File: config.mk
export PLATFORM = sky130hd
export DESIGN_NAME = spi_master_feeder
export DESIGN_NICKNAME = d
export VERILOG_FILES = /design/src/rtl/spi_pkg.sv /design/src/rtl/spi_sync_fifo.sv /design/src/rtl/spi_master_feeder.sv
export SDC_FILE = /design/constraint.sdc
export NUM_CORES = 1
export LEC_CHECK = 0
export ABC_AREA = 1
export CAP_MARGIN = 20
export CORE_ASPECT_RATIO = 2
export CORE_UTILIZATION = 37
export CTS_CLUSTER_SIZE = 40
export DETAILED_ROUTE_END_ITERATION = 12
export DONT_BUFFER_PORTS = 1
export PLACE_DENSITY = 0.5
export SLEW_MARGIN = 15
export SYNTH_ARGS = -nofsm -noshare
export SYNTH_HDL_FRONTEND = slang
export SYNTH_SLANG_ARGS = --single-unit
File: constraint.sdc
create_clock -name clk -period 9.4 [get_ports clk]
set_clock_uncertainty 0.15 [all_clocks]
set_input_delay 1.41 -clock clk [delete_from_list [all_inputs] [get_ports clk]]
set_output_delay 1.41 -clock clk [all_outputs]
set_load 0.02 [all_outputs]
File: src/rtl/spi_pkg.sv
// Shared definitions for the SPI master feeder: FSM state encoding and the
// default word width, bit-index width, FIFO geometry and accept timeout.
// Pure declarations; no logic or state.
package spi_pkg;

  localparam int SPI_DATA_W        = 32; // SPI word width
  localparam int SPI_IDX_W         = 5;  // log2(SPI_DATA_W)
  localparam int SPI_FIFO_DEPTH    = 8;
  localparam int SPI_FIFO_AW       = 3;  // log2(SPI_FIFO_DEPTH)
  localparam int SPI_START_TIMEOUT = 16; // cycles allowed for spi_master to accept a word

  typedef enum logic [2:0] {
    ST_IDLE       = 3'd0,
    ST_LOAD       = 3'd1,
    ST_WAIT_START = 3'd2,
    ST_WAIT_DONE  = 3'd3,
    ST_CAPTURE    = 3'd4
  } feeder_state_e;

endpackage

File: src/rtl/spi_sync_fifo.sv
// Synchronous first-word-fall-through FIFO used for the feeder TX and RX queues.
// Latency: a word pushed in cycle N is visible at op_rd_data / !o_empty in cycle N+1.
// Backpressure: pushes while full and pops while empty are ignored; caller watches o_full/o_empty.
//
// Ports:
//   clk, resetn            clock, synchronous active-low reset (clears pointers)
//   ip_wr_data, i_wr_en    push side
//   op_rd_data, i_rd_en    pop side, op_rd_data shows the head whenever !o_empty
//   o_full, o_empty        occupancy flags, from pointers carrying one extra wrap bit
module spi_sync_fifo import spi_pkg::*; #(
  parameter int p_width = SPI_DATA_W,
  parameter int p_depth = SPI_FIFO_DEPTH,
  parameter int pw_addr = SPI_FIFO_AW
) (
  input  logic               clk,
  input  logic               resetn,
  input  logic [p_width-1:0] ip_wr_data,
  input  logic               i_wr_en,
  output logic [p_width-1:0] op_rd_data,
  input  logic               i_rd_en,
  output logic               o_full,
  output logic               o_empty
);

  logic [pw_addr:0]   wr_ptr_q, wr_ptr_d;
  logic [pw_addr:0]   rd_ptr_q, rd_ptr_d;
  logic [p_width-1:0] mem_q [p_depth];
  logic [p_width-1:0] mem_d [p_depth];
  logic               push_ok;
  logic               pop_ok;

  // Same low bits with differing wrap bit means the writer is a full lap ahead.
  assign o_empty = (wr_ptr_q == rd_ptr_q);
  assign o_full  = (wr_ptr_q[pw_addr] != rd_ptr_q[pw_addr]) &&
                   (wr_ptr_q[pw_addr-1:0] == rd_ptr_q[pw_addr-1:0]);

  assign push_ok    = i_wr_en && !o_full;
  assign pop_ok     = i_rd_en && !o_empty;
  assign op_rd_data = mem_q[rd_ptr_q[pw_addr-1:0]];

  always_comb begin
    wr_ptr_d = wr_ptr_q;
    rd_ptr_d = rd_ptr_q;
    mem_d    = mem_q;
    if (push_ok) begin
      mem_d[wr_ptr_q[pw_addr-1:0]] = ip_wr_data;
      wr_ptr_d = wr_ptr_q + 1'b1;
    end
    if (pop_ok) begin
      rd_ptr_d = rd_ptr_q + 1'b1;
    end
  end

  always_ff @(posedge clk) begin
    if (!resetn) begin
      wr_ptr_q <= '0;
      rd_ptr_q <= '0;
    end else begin
      wr_ptr_q <= wr_ptr_d;
      rd_ptr_q <= rd_ptr_d;
    end
  end

  // Storage is not reset; only the pointers define what is valid.
  always_ff @(posedge clk) begin
    mem_q <= mem_d;
  end

endmodule

File: src/rtl/spi_master_feeder.sv
// Sequences host words into spi_master and queues every received word for the host.
// Latency: word written in cycle N drives o_data_valid in cycle N+2 at the earliest.
// Backpressure: o_wr_ready drops when the TX FIFO is full; a full RX FIFO holds the FSM in CAPTURE.
//
// Ports:
//   clk, resetn                              clock, synchronous active-low reset
//   ip_wr_data, ip_wr_count, i_wr_valid,
//   o_wr_ready                               host TX write port
//   op_data, op_data_count, o_data_valid,
//   i_data_ready, ip_rd_data                 spi_master word handshake and received data
//   op_rd_data, o_rd_valid, i_rd_ready       host RX read port (first-word-fall-through)
//   o_busy                                   FSM active or TX words pending
//   o_error                                  one-cycle pulse for an illegal count or accept timeout
//   op_xfer_count                            completed-transfer counter, present only when
//                                            SPI_FEEDER_STATS_EN is defined
module spi_master_feeder import spi_pkg::*; #(
  parameter int p_max_data_buffer = SPI_DATA_W,
  parameter int pw_data_index     = SPI_IDX_W,
  parameter int p_fifo_depth      = SPI_FIFO_DEPTH,
  parameter int pw_fifo_addr      = SPI_FIFO_AW,
  parameter int p_start_timeout   = SPI_START_TIMEOUT
) (
  input  logic                         clk,
  input  logic                         resetn,
  input  logic [p_max_data_buffer-1:0] ip_wr_data,
  input  logic [pw_data_index:0]       ip_wr_count,
  input  logic                         i_wr_valid,
  output logic                         o_wr_ready,
  output logic [p_max_data_buffer-1:0] op_data,
  output logic [pw_data_index:0]       op_data_count,
  output logic                         o_data_valid,
  input  logic                         i_data_ready,
  input  logic [p_max_data_buffer-1:0] ip_rd_data,
  output logic [p_max_data_buffer-1:0] op_rd_data,
  output logic                         o_rd_valid,
  input  logic                         i_rd_ready,
  output logic                         o_busy,
  output logic                         o_error
`ifdef SPI_FEEDER_STATS_EN
  ,
  output logic [15:0]                  op_xfer_count
`endif
);

  localparam int TX_W = p_max_data_buffer + pw_data_index + 1;
  localparam int TO_W = $clog2(p_start_timeout + 1);
  localparam logic [pw_data_index:0] LP_MAX_CNT = (pw_data_index + 1)'(p_max_data_buffer);
  localparam logic [TO_W-1:0]        LP_TO_LAST = TO_W'(p_start_timeout - 1);

  feeder_state_e                  state_q, state_d;
  logic [p_max_data_buffer-1:0]   op_data_q, op_data_d;
  logic [pw_data_index:0]         op_cnt_q, op_cnt_d;
  logic                           data_vld_q, data_vld_d;
  logic                           error_q, error_d;
  logic [TO_W-1:0]                timeout_cnt_q, timeout_cnt_d;
  logic                           rst_done_q, rst_done_d;

  logic                           tx_full, tx_empty, tx_pop, tx_push;
  logic [TX_W-1:0]                tx_head;
  logic [p_max_data_buffer-1:0]   tx_head_dat;
  logic [pw_data_index:0]         tx_head_cnt;
  logic                           rx_full, rx_empty, rx_push, rx_pop;
  logic [p_max_data_buffer-1:0]   rx_head;

  // o_wr_ready stays low while reset is held and for the reset edge itself.
  assign o_wr_ready = rst_done_q && !tx_full;
  assign tx_push    = i_wr_valid && o_wr_ready;

  spi_sync_fifo #(
    .p_width (TX_W),
    .p_depth (p_fifo_depth),
    .pw_addr (pw_fifo_addr)
  ) u_tx_fifo (
    .clk        (clk),
    .resetn     (resetn),
    .ip_wr_data ({ip_wr_data, ip_wr_count}),
    .i_wr_en    (tx_push),
    .op_rd_data (tx_head),
    .i_rd_en    (tx_pop),
    .o_full     (tx_full),
    .o_empty    (tx_empty)
  );

  assign tx_head_dat = tx_head[TX_W-1 -: p_max_data_buffer];
  assign tx_head_cnt = tx_head[pw_data_index:0];

  assign rx_pop = i_rd_ready && !rx_empty;

  spi_sync_fifo #(
    .p_width (p_max_data_buffer),
    .p_depth (p_fifo_depth),
    .pw_addr (pw_fifo_addr)
  ) u_rx_fifo (
    .clk        (clk),
    .resetn     (resetn),
    .ip_wr_data (ip_rd_data),
    .i_wr_en    (rx_push),
    .op_rd_data (rx_head),
    .i_rd_en    (rx_pop),
    .o_full     (rx_full),
    .o_empty    (rx_empty)
  );

  // Storage behind an empty FIFO is stale, so the host sees zero then.
  assign o_rd_valid    = !rx_empty;
  assign op_rd_data    = rx_empty ? '0 : rx_head;
  assign op_data       = op_data_q;
  assign op_data_count = op_cnt_q;
  assign o_data_valid  = data_vld_q;
  assign o_error       = error_q;
  assign o_busy        = (state_q != ST_IDLE) || !tx_empty;

  always_comb begin
    state_d       = state_q;
    op_data_d     = op_data_q;
    op_cnt_d      = op_cnt_q;
    data_vld_d    = 1'b0;
    error_d       = 1'b0;
    timeout_cnt_d = timeout_cnt_q;
    rst_done_d    = 1'b1;
    tx_pop        = 1'b0;
    rx_push       = 1'b0;
    case (state_q)
      ST_IDLE: begin
        if (!tx_empty && i_data_ready) begin
          tx_pop    = 1'b1;
          op_data_d = tx_head_dat;
          op_cnt_d  = tx_head_cnt;
          if ((tx_head_cnt != '0) && (tx_head_cnt <= LP_MAX_CNT)) begin
            state_d    = ST_LOAD;
            data_vld_d = 1'b1;
          end else begin
            // Illegal bit count: word is consumed but never reaches spi_master.
            error_d = 1'b1;
          end
        end
      end
      ST_LOAD: begin
        state_d       = ST_WAIT_START;
        timeout_cnt_d = '0;
      end
      ST_WAIT_START: begin
        // spi_master signals acceptance by dropping its ready.
        if (!i_data_ready) begin
          state_d = ST_WAIT_DONE;
        end else if (timeout_cnt_q == LP_TO_LAST) begin
          error_d = 1'b1;
          state_d = ST_IDLE;
        end else begin
          timeout_cnt_d = timeout_cnt_q + 1'b1;
        end
      end
      ST_WAIT_DONE: begin
        if (i_data_ready) begin
          state_d = ST_CAPTURE;
        end
      end
      ST_CAPTURE: begin
        if (!rx_full) begin
          rx_push = 1'b1;
          state_d = ST_IDLE;
        end
      end
      default: begin
        state_d = ST_IDLE;
      end
    endcase
  end

  always_ff @(posedge clk) begin
    if (!resetn) begin
      state_q       <= ST_IDLE;
      op_data_q     <= '0;
      op_cnt_q      <= '0;
      data_vld_q    <= 1'b0;
      error_q       <= 1'b0;
      timeout_cnt_q <= '0;
      rst_done_q    <= 1'b0;
    end else begin
      state_q       <= state_d;
      op_data_q     <= op_data_d;
      op_cnt_q      <= op_cnt_d;
      data_vld_q    <= data_vld_d;
      error_q       <= error_d;
      timeout_cnt_q <= timeout_cnt_d;
      rst_done_q    <= rst_done_d;
    end
  end

`ifdef SPI_FEEDER_STATS_EN
  logic [15:0] xfer_cnt_q, xfer_cnt_d;

  // Free-running count of captured words; wraps through zero.
  always_comb begin
    xfer_cnt_d = xfer_cnt_q;
    if (rx_push) begin
      xfer_cnt_d = xfer_cnt_q + 16'd1;
    end
  end

  always_ff @(posedge clk) begin
    if (!resetn) begin
      xfer_cnt_q <= '0;
    end else begin
      xfer_cnt_q <= xfer_cnt_d;
    end
  end

  assign op_xfer_count = xfer_cnt_q;
`endif

endmodule

Yosys cells after proc, flatten, opt, wreduce, memory -nomap -nowiden:

Index checks and enable logic that the tools add are counted.

* $add $sub $neg: 5
* magnitude comparators: 7
* equality and inequality tests: 18
* muxes and demuxes: 34
* bitwise gates (word level): 4
* reduce and logical (&&, ||, !) cells: 26

Operators by type and width (number)
* bitwise mux 304 bit: 1
* bitwise mux 256 bit: 1
* two-way mux 32 bit: 4
* binary-select mux 38 bit (select 3 bit): 1
* demux 38 bit (select 3 bit): 1
* two-way mux 38 bit: 3
* binary-select mux 32 bit (select 3 bit): 1
* demux 32 bit (select 3 bit): 1
* two-way mux 3 bit: 6
* adder 4 x 1 -> 4 bit, second input constant: 4
* >= comparator 4 bit, second input constant: 4
* inverter 3 -> 4 bit: 4
* case mux 3 bit (5 select lines): 1
* logical AND 1 bit: 13
* inequality test 2 bit, second input constant: 6
* two-way mux 1 bit: 10
* two-way mux 5 bit: 2
* case mux 5 bit (2 select lines): 1
* equality test 4 bit: 2
* < comparator 4 x 1 -> 1 bit, second input constant: 2
* equality test 3 x 2 -> 1 bit, second input constant: 2
* equality test 3 bit: 2
* <= comparator 6 bit, second input constant: 1
* AND reduction 3 bit: 2
* 15 further kinds: 19

* flip-flop bits (word level): 625
* input port bits: 75
* output and inout port bits: 75

Logic depth before layout (Yosys ltp):

Gate-level depths: netlist (run 1).

* depth after elaboration: 9
* gate-level depth with buffers: 14
* depth with buffers taken out: 13

By module:

From an unflattened synthesis (run 1), not the netlist that was laid out.

* cell total of the unflattened synthesis: 2015
* area total of the unflattened synthesis: 24980.2 um^2

Modules (own cells, without submodules)
* spi_sync_fifo at u_tx_fifo: instances 1, cells each 869, area an instance 12364.4 um^2, seq. area each 9288.9 um^2
* spi_sync_fifo at u_rx_fifo: instances 1, cells each 819, area an instance 10412.5 um^2, seq. area each 7847.5 um^2
* spi_master_feeder: instances 1, cells each 327, area an instance 2203.4 um^2, seq. area each 980.9 um^2

Least setup slack after synthesis (run 1):

No wires, ideal clock.

* kind: input -> register
* from: in i_wr_valid
* to: reg u_tx_fifo.mem_q[114] (netlist bit), enable pin
* arrival: 3.322 ns
* required time: 8.817 ns
* slack: 5.495 ns
* stages: 4
* buffers on the path: 0
* cells stage by stage: inv_1 -> nor2_2 -> nand2_1 -> nor2_1

* longest elaborated chain between the ends: 2

Ends and longest elaborated chain
* start: declaration: line spi_master_feeder.sv:27 `input logic i_wr_valid,`
* logical AND 1 bit: line spi_master_feeder.sv:67 `assign tx_push = i_wr_valid && o_wr_ready;`
* logical AND 1 bit: line spi_sync_fifo.sv:37 `assign push_ok = i_wr_en && !o_full;`
* end signal: assignment: line spi_sync_fifo.sv:66 `mem_q <= mem_d;`
* end: declaration: line spi_sync_fifo.sv:27 `logic [p_width-1:0] mem_q [p_depth];`

Every way passes these cells.
A chain may end at the register's enable or synchronous reset.

Final worst setup path (run 1):

* from: reg u_rx_fifo.rd_ptr_q[1]
* to: out op_rd_data[23]

* longest elaborated chain between the ends: 5
* elaborated cells between the ends (all ways): 6

Ends and longest elaborated chain
* start: declaration: line spi_sync_fifo.sv:26 `logic [pw_addr:0] rd_ptr_q, rd_ptr_d;`
* start signal: assignment: line spi_sync_fifo.sv:60 `rd_ptr_q <= rd_ptr_d;`
* inverter 3 -> 4 bit (implied by the code): line spi_sync_fifo.sv:39 `assign op_rd_data = mem_q[rd_ptr_q[pw_addr-1:0]];`
* binary-select mux 32 bit (select 3 bit): line spi_sync_fifo.sv:39
* two-way mux 32 bit (implied by the code) (2 in series): line spi_sync_fifo.sv:39
* two-way mux 32 bit *: line spi_master_feeder.sv:106 `assign op_rd_data = rx_empty ? '0 : rx_head;`
* end: declaration: line spi_master_feeder.sv:34 `output logic [p_max_data_buffer-1:0] op_rd_data,`

Mark *: on every way between the ends. The rest lies on a longest branch, timed or not. The select of a mux whose other input is x is not followed.

==> results of run 1 <==
final timing paths:
| kind | startpoint | end | slack (ns) |
|---|---|---|---|
| setup / recovery | u_rx_fifo.rd_ptr_q[1]$_SDFFE_PN0P_ | op_rd_data[23] | 4.08 |
| setup reg to reg | u_tx_fifo.rd_ptr_q[0]$_SDFFE_PN0P_ | u_tx_fifo.mem_q[108]$_DFFE_PP_ | 5.08 |
| hold / removal | timeout_cnt_q[4]$_SDFFE_PN0P_ | timeout_cnt_q[4]$_SDFFE_PN0P_ | 0.32 |
| hold reg to reg | timeout_cnt_q[4]$_SDFFE_PN0P_ | timeout_cnt_q[4]$_SDFFE_PN0P_ | 0.32 |
layout make-up:
class	instances	area [um^2]	area share
repair buffers	29	218	0.00808
flip-flops and latches	625	18100	0.673
multi-input cells	1127	5430	0.202
inverters	68	260	0.00966
well taps	871	1090	0.0404
clock inverters	30	290	0.0108
clock buffers	74	1530	0.0568
layout by cell type, fill, tap and decap left out, types with 2 or more instances in the layout:
master and count:
nor3_2 2, ha_1 6, nor3_1 9, dfxtp_1 60, o21ai_1 2, a21oi_1 28
dfxtp_4 2, clkinv_2 19, xor2_1 6, nand2_1 165, clkbuf_8 4, nor2_1 341
buf_4 29, nand3_1 40, clkinv_1 6, o22ai_1 96, clkbuf_1 13, bufinv_16 5
clkbuf_16 57, nor2_4 16, edfxtp_1 560, a31oi_1 65, inv_2 2, o21ai_0 337
dfxtp_2 3, inv_1 62
routing by layer:
metal / global-route usage / share of wire / up-vias
met3: 0.0538 / 0.081 / 97
met1: 0.193 / 0.37 / 7467
met5: 0 / 0 / -
met2: 0.337 / 0.53 / 405
met4: 0.0570 / 0.024 / 0
li1: - / - / 6960
power by group:
group          internal [uW]  leakage (uW)  switching (uW)  total [uW]
clock network           1280      0.000906            1010        2290
logic                    272       0.00242             672         944
registers               3110       0.00558             179        3290
state kept, by name (all words and copies together) (netlist names):
register,flops
u_rx_fifo.rd_ptr_q,4
u_tx_fifo.rd_ptr_q,4
o_error,1
op_data_count,6
u_tx_fifo.mem_q,304
u_tx_fifo.wr_ptr_q,4
o_data_valid,1
state_q,3
u_rx_fifo.wr_ptr_q,4
rst_done_q,1
u_rx_fifo.mem_q,256
timeout_cnt_q,5
op_data,32
per-stage QoR:
step                hold WS (ns)  instances
floorplan                  0.292       1945
global placement           0.314       2720
detailed placement         0.310       2720
CTS                        0.325       2824
global route               0.354       2824
finish                     0.323       2824
logic make-up (layout without fill, tap and decap cells):
family | count (synthesis) | in the layout
compound gates | 534 | 534
fa+ha+maj | 6 | 6
simple gates | 581 | 581
buf+inv | 193 | 201
flops | 625 | 625
xor+xnor | 6 | 6
worst max-delay path, cell delays in order (launching register included):
cell and delay (ns):
dfxtp_2 0.91, buf_4 0.50, xor2_1 0.21, nor3_2 0.08
inv_1 0.05, or2_1 0.08, buf_4 0.44, o21ai_0 0.16
a31oi_1 0.72
==> results.cfg, run 1 <==
[status]
status = completed

[clock_tree]
clk_pin_slew_ns = 0.06
ctsHoldBuffers = 0
cts_tree = built
ctsHtreeMaxLevel = 2
cts_buffers = 55
clock_sinks = 625
post-cts-setup-buffers = 0
root_buffer = clkbuf_16
clkLatencyLatePin_ns = 0.61
clk_path_buf_depth = 3
cts-resized-gates = 0

[global_route]
grtUsageTotal = 0.181
grt_pass1_wl_um = 90800
antenna_found_initial = 1
grt_pass1_vias = 15070
grt_max_degree = 100
grt_overflow = 0

[sta]
slew_viol_final = 0
tns_ns = 0
max_freq_ghz = 0.188
period_share = 0.566
rsz0062_at_grt = false
maxSlewHeadroom = 0.295
setup_viol = 0
tightest_slew_ns = 1.06
setup_ws_ns = 4.08
finalHoldViolations = 0
post-route-min-period_ns = 5.32

[synth]
synth_top_family_by_area = compound AO/OA/AOI/OAI gates
ys.flop_type = edfxtp_1
yosysSeqAreaShare = 0.748
yosys.area_share.simple = 0.0944
ys_seq_elements = 625
yosys.area.top_type_share = 0.694
syn_area_per_cell_um2 = 12.5
synth_common_cells = edfxtp_1, nor2_1, o21ai_0, nand2_1, o22ai_1
synth-async-reset-ratio = 0
synth_compound_area_frac = 0.120
syn_inst = 1945
synth-xor-area-share = 0.00217
yosysTopAreaCell = edfxtp_1
synth_most_common_cell = edfxtp_1
ys_warn_count = 0
yosysUniqueCellTypes = 37
synth_area_leaders = edfxtp_1, o21ai_0, nor2_1
synthMuxAreaShare = 0
synth_nets = 2026
synth_edf_count = 560
synth_area_um2 = 24200
yosys.area_share.adder = 0.00310

[floorplan]
fp-row-count = 132
io_pins = 150
dieHeight_um = 364
initial_utilization = 0.374
die_w_um = 183
core_um2 = 64700
die-area_um2 = 66600

[final_layout]
syn2layout_area_growth_pct = 11.2
fin_nets = 1987
drive_above_1_share = 0.0768
fillerInstances = 6044
final_util = 0.416
design_area_um2 = 26900
antenna_cells = 0

[routing]
finalWirelength_um = 60300
dr.first_iter.drc_count = 879
vias = 14929
post_drt_wl_per_cell_um = 21.3
ant_nets = 0
firstDrtPassIters = 5
drc = 0
viasPerCell = 5.29

[placement]
place_area_um2 = 25100
gp_congestion = 0.732
dpl_worst_slack_ns = 4.63
dpl.hpwl_um = 33700
port_buffers = 0

[worst_setup_path]
crit_type = flop to primary output
cp.required_ns = 7.84
crit_fanout = 39
crit_arrival_ns = 3.76
critPathLaunchType = flop
end_kind = primary output
worstRegToRegCells = 10

[min_path]
min_path_type = flop to flop
hold_depth = 2

[run]
drv_cap = 0

[power_and_ir_drop]
p_leak_uw = 0.00891
power_uw = 6530
vdd_drop_max_uv = 160
p_per_area_nw_per_um2 = 242
No activity file was read; power rests on OpenSTA's default activity.
==> inputs of run 2 (changes only) <==
==> constraint.sdc (replaced) <==
create_clock -name clk -period 5.5 [get_ports clk]
set_clock_uncertainty 0.15 [all_clocks]
set_input_delay 0.825 -clock clk [delete_from_list [all_inputs] [get_ports clk]]
set_output_delay 0.825 -clock clk [all_outputs]
set_load 0.02 [all_outputs]
==> run 2 against run 1 <==
  * Largest power group unchanged
  * Critical endpoint is now op_rd_data[30]
  * Die area is the same
  * Register-to-register slack lost 3.1 ns
  * Routed wire length shrank 0.15%
  * Utilization grew 0.26 points
  * Flip-flop and latch count is the same
  * Design area grew 0.63%
  * Critical path type unchanged
  * Critical path depth shrank 2
  * Clock power grew 78%
  * Sequential share of layout area shrank 0.42 points
==> results.cfg, run 2 (synthesized netlist as in run 1, its figures left out) <==
[worst_setup_path]
worstRegToRegCells = 9
crit_type = flop to primary output
cp.required_ns = 4.53
crit_arrival_ns = 3.27
r2r_slack_ns = 1.98
reg2reg_to = u_tx_fifo.mem_q[70]$_DFFE_PP_
crit_fanout = 67
end_kind = primary output
startpoint = u_rx_fifo.rd_ptr_q[0]$_SDFFE_PN0P_
critPathLaunchType = flop
r2r-start = u_tx_fifo.rd_ptr_q[1]$_SDFFE_PN0P_

[floorplan]
initial_utilization = 0.374
dieHeight_um = 364
die-area_um2 = 66600
core_um2 = 64700
io_pins = 150
fp-row-count = 132
die_w_um = 183

[clock_tree]
ctsHoldBuffers = 0
cts_tree = built
clk_pin_slew_ns = 0.06
ctsHtreeMaxLevel = 2
cts_buffers = 58
cts-resized-gates = 0
root_buffer = clkbuf_16
post-cts-setup-buffers = 0
clock_sinks = 625
clkLatencyLatePin_ns = 0.61
clk_path_buf_depth = 3

[placement]
gp_congestion = 0.749
dpl.hpwl_um = 33800
port_buffers = 0

[final_layout]
layout_common_cells = edfxtp_1, nor2_1, o21ai_0, nand2_1, o22ai_1
final_common_cell = edfxtp_1
antenna_cells = 0
fin_nets = 1996
largest_reg_flops = 304
syn2layout_area_growth_pct = 11.9
top_register = u_tx_fifo.mem_q
drive_above_1_share = 0.0815

[min_path]
hold_start = resetn
hold_depth = 0
min_path_type = input pin to flop
hold_end = rst_done_q$_DFF_P_

[global_route]
grt_pass1_vias = 14966
grt_pass1_wl_um = 89900
antenna_found_initial = 0
grtUsageTotal = 0.179
grt_overflow = 0
grt_max_degree = 89

[sta]
max_freq_ghz = 0.235
finalHoldViolations = 0
whs_ns = 0.0870
post-route-min-period_ns = 4.25
setup_viol = 0
rsz0062_at_grt = false
tns_ns = 0
period_share = 0.772
maxSlewHeadroom = 0.345
tightest_slew_ns = 0.983
slew_viol_final = 0

[routing]
drc = 0
wl_met1_um = 22100
post_drt_wl_per_cell_um = 21.2
viasPerCell = 5.25
met2_length_um = 31300
ant_nets = 0
firstDrtPassIters = 5
dr.first_iter.drc_count = 806
finalWirelength_um = 60200
vias = 14870
dr.max_layer_used = met4
wl_met3_um = 5030

[status]
status = completed

[power_and_ir_drop]
p_per_area_nw_per_um2 = 418
p_leak_uw = 0.00898
vdd_drop_max_uv = 296

[run]
drv_cap = 0
-- run 2: cell types whose count changed in the layout (fill, tap and decap cells not counted), moves of 2 or more --
cell	before	now
buf_4	29	33
clkbuf_1	13	15
clkbuf_16	57	59
clkbuf_8	4	9
clkinv_1	6	4
clkinv_2	19	12
clkinvlp_4	1	3
-- run 2: metrics by stage --
step | cells | setup slack (ns) | area [um^2] | utilization | total power, uW
6_report | 2833 | 1.25 | 27100 | 0.419 | 11300
4_1_cts | 2833 | 1.15 | 27100 | 0.419 | 11500
2_1_floorplan | 1945 | 2.18 | 24200 | - | 6880
3_3_place_gp | 2725 | 1.80 | 25200 | 0.389 | 7350
3_5_place_dp | 2726 | 1.82 | 25200 | 0.389 | 7390
5_1_grt | 2833 | 0.944 | 27100 | 0.419 | 11800
-- run 2: critical path: stages, from the launching register on --
cell	delay, ns
dfxtp_4	0.65
clkinv_2	0.84
buf_12	0.49
o21ai_0	0.19
o22ai_1	0.09
o21ai_0	0.19
a31oi_1	0.16
-- run 2: power breakdown --
group	leakage, uW	internal [uW]	switching [uW]
combinational	0.00246	485	1130
sequential	0.00558	5320	323
clock	0.000943	2330	1750
-- run 2: worst max-delay path by stage --
stage	to	slack [ns]
floorplan	u_tx_fifo.mem_q[114]$_DFFE_PP_	2.18
global placement	op_rd_data[23]	1.80
detailed placement	op_rd_data[30]	1.82
CTS	op_rd_data[30]	1.15
global route	op_rd_data[1]	0.94
finish	op_rd_data[30]	1.25
-- run 2: metal layers --
metal  GRT usage  up-vias
li1            -     6979
met1       0.189     7353
met2       0.332      429
met3      0.0558      109
met4      0.0627        0
met5           0        -
-- run 2: final cells by class --
class                   instances  area [um^2]
clock buffers                  83         1660
clock inverters                24          269
fillers                      6060        37600
inverters                      68          260
multi-input cells            1127         5430
flip-flops and latches        625        18100
well taps                     871         1090
repair buffers                 35          283
==> inputs of run 3 (changes only) <==
==> constraint.sdc (replaced) <==
create_clock -name clk -period 4.25 [get_ports clk]
set_clock_uncertainty 0.15 [all_clocks]
set_input_delay 0.6375 -clock clk [delete_from_list [all_inputs] [get_ports clk]]
set_output_delay 0.6375 -clock clk [all_outputs]
set_load 0.02 [all_outputs]
==> run 3 against run 2 <==
  * First-iteration DRC count grew 2.1%
  * Flip-flop and latch count is the same
  * Clock power grew 27%
  * Critical path type unchanged
  * Register-to-register slack lost 0.57 ns
  * Final cell count grew 2.7%
  * Hold slack lost 0.050 ns
  * Worst setup slack lost 0.57 ns
  * Utilization grew 1.3 points
==> results.cfg, run 3 (synthesized netlist as in run 1, its figures left out) <==
[global_route]
grtUsageTotal = 0.183
grt_pass1_wl_um = 92300
antenna_found_initial = 2
grt_pass1_vias = 15415
grt_max_degree = 88
grt_overflow = 0

[floorplan]
initial_utilization = 0.374
fp-row-count = 132
core_um2 = 64700
die-area_um2 = 66600
dieHeight_um = 364
die_w_um = 183
io_pins = 150

[sta]
period_share = 0.840
finalHoldViolations = 0
slew_viol_final = 0
tns_ns = 0
setup_viol = 0
max_freq_ghz = 0.280
tightest_slew_ns = 0.950
maxSlewHeadroom = 0.367
rsz0062_at_grt = false
post-route-min-period_ns = 3.57

[worst_setup_path]
r2r-start = u_rx_fifo.rd_ptr_q[0]$_SDFFE_PN0P_
crit_type = flop to primary output
crit_fanout = 34
worstRegToRegCells = 8
cp_slowest_stage_delay_ns = 0.57
crit_arrival_ns = 2.78
path_cells = xor2_1 > nor3_2 > inv_1 > or2_1 > buf_4 > o21ai_0 > a31oi_1
reg2reg_to = u_rx_fifo.mem_q[85]$_DFFE_PP_
slowest_stage = dfxtp_4
critPathLaunchType = flop
r2r_slack_ns = 1.41
startpoint = u_rx_fifo.rd_ptr_q[0]$_SDFFE_PN0P_
critPathTopFamily = compound AO/OA/AOI/OAI gates
cp.required_ns = 3.46
crit_buf_inv = 2
endpoint = op_rd_data[29]
end_kind = primary output
cp.depth = 7

[power_and_ir_drop]
p_per_area_nw_per_um2 = 527
p_switching_uw = 4210
p_leak_uw = 0.00932
pwr-share-comb = 0.156
pwr-share-seq = 0.492
vdd_drop_max_uv = 374
clkPwrFrac = 0.353
sw_frac_of_total = 0.286
p_int_uw = 10500

[routing]
vias = 15248
wl_met3_um = 4030
met2_length_um = 31900
viasPerCell = 5.24
ant_nets = 0
post_drt_wl_per_cell_um = 21.1
drc = 0
finalWirelength_um = 61300
dr.max_layer_used = met5
wl_met1_um = 23700
dr.first_iter.drc_count = 823
firstDrtPassIters = 6

[clock_tree]
ctsHtreeMaxLevel = 2
clk_pin_slew_ns = 0.07
clock_sinks = 625
root_buffer = clkbuf_16
cts_tree = built
clkLatencyLatePin_ns = 0.60
post-cts-setup-buffers = 0
cts_buffers = 55
ctsHoldBuffers = 72
cts-resized-gates = 0
clk_path_buf_depth = 3

[final_layout]
final_common_cell = edfxtp_1
fillerInstances = 6048
seqCellArea_um2 = 18100
layout_common_cells = edfxtp_1, nor2_1, o21ai_0, nand2_1, o22ai_1
fin_nets = 2073
drive_above_1_share = 0.0796
top_register = u_tx_fifo.mem_q
largest_reg_flops = 304
syn2layout_area_growth_pct = 15.3
instances_no_fill = 2909
multi_input_area_um2 = 5430

[placement]
port_buffers = 0
dpl.hpwl_um = 34100
gp_congestion = 0.770
dpl.cell_count = 2734

[min_path]
min_path_type = input pin to flop

[run]
drv_cap = 0

[status]
status = completed
## run 3: how the worst min path moves through the flow
stage / start / to / slack, ns / depth (start not counted)
floorplan: u_tx_fifo.wr_ptr_q[3]$_SDFFE_PN0P_ / u_tx_fifo.wr_ptr_q[3]$_SDFFE_PN0P_ / 0.29 / 1
global placement: u_tx_fifo.wr_ptr_q[3]$_SDFFE_PN0P_ / u_tx_fifo.wr_ptr_q[3]$_SDFFE_PN0P_ / 0.31 / 1
detailed placement: u_tx_fifo.wr_ptr_q[3]$_SDFFE_PN0P_ / u_tx_fifo.wr_ptr_q[3]$_SDFFE_PN0P_ / 0.31 / 1
CTS: resetn / op_data[16]$_SDFFE_PN0P_ / 0.0004 / 2
global route: resetn / op_data_count[5]$_SDFFE_PN0P_ / 0.005 / 2
finish: resetn / op_data_count[1]$_SDFFE_PN0P_ / 0.04 / 2
## run 3: area by class of cell
type / count / share of cell area
flip-flops and latches: 625 / 0.649
multi-input cells: 1127 / 0.194
clock buffers: 67 / 0.0512
repair buffers: 115 / 0.0422
well taps: 871 / 0.0390
clock inverters: 34 / 0.0150
inverters: 68 / 0.00927
diodes: 2 / 0.000179
## run 3: stage by stage
stage	area [um^2]	power [uW]	hold WS [ns]	setup WS (ns)	util
finish	27900	14700	0.0374	0.682	0.432
global route	27900	15400	0.00510	0.456	0.432
CTS	27900	14900	0.000396	0.636	0.432
detailed placement	25400	9560	0.313	1.29	0.392
global placement	25400	9530	0.307	1.28	0.392
floorplan	24200	8910	0.292	0.972	-
## run 3: power by group through the flow
stage               sequential, uW  clock [uW]  combinational, uW
floorplan                     7240           0               1670
global route                  7270        5530               2590
finish                        7230        5190               2290
detailed placement            7380           0               2190
global placement              7380           0               2150
CTS                           7240        5330               2320
## run 3: layer usage
| metal | vias to the layer above | track usage |
|---|---|---|
| met3 | 105 | 0.0426 |
| li1 | 7138 | - |
| met4 | 4 | 0.0639 |
| met5 | - | 0 |
| met1 | 7588 | 0.203 |
| met2 | 413 | 0.340 |
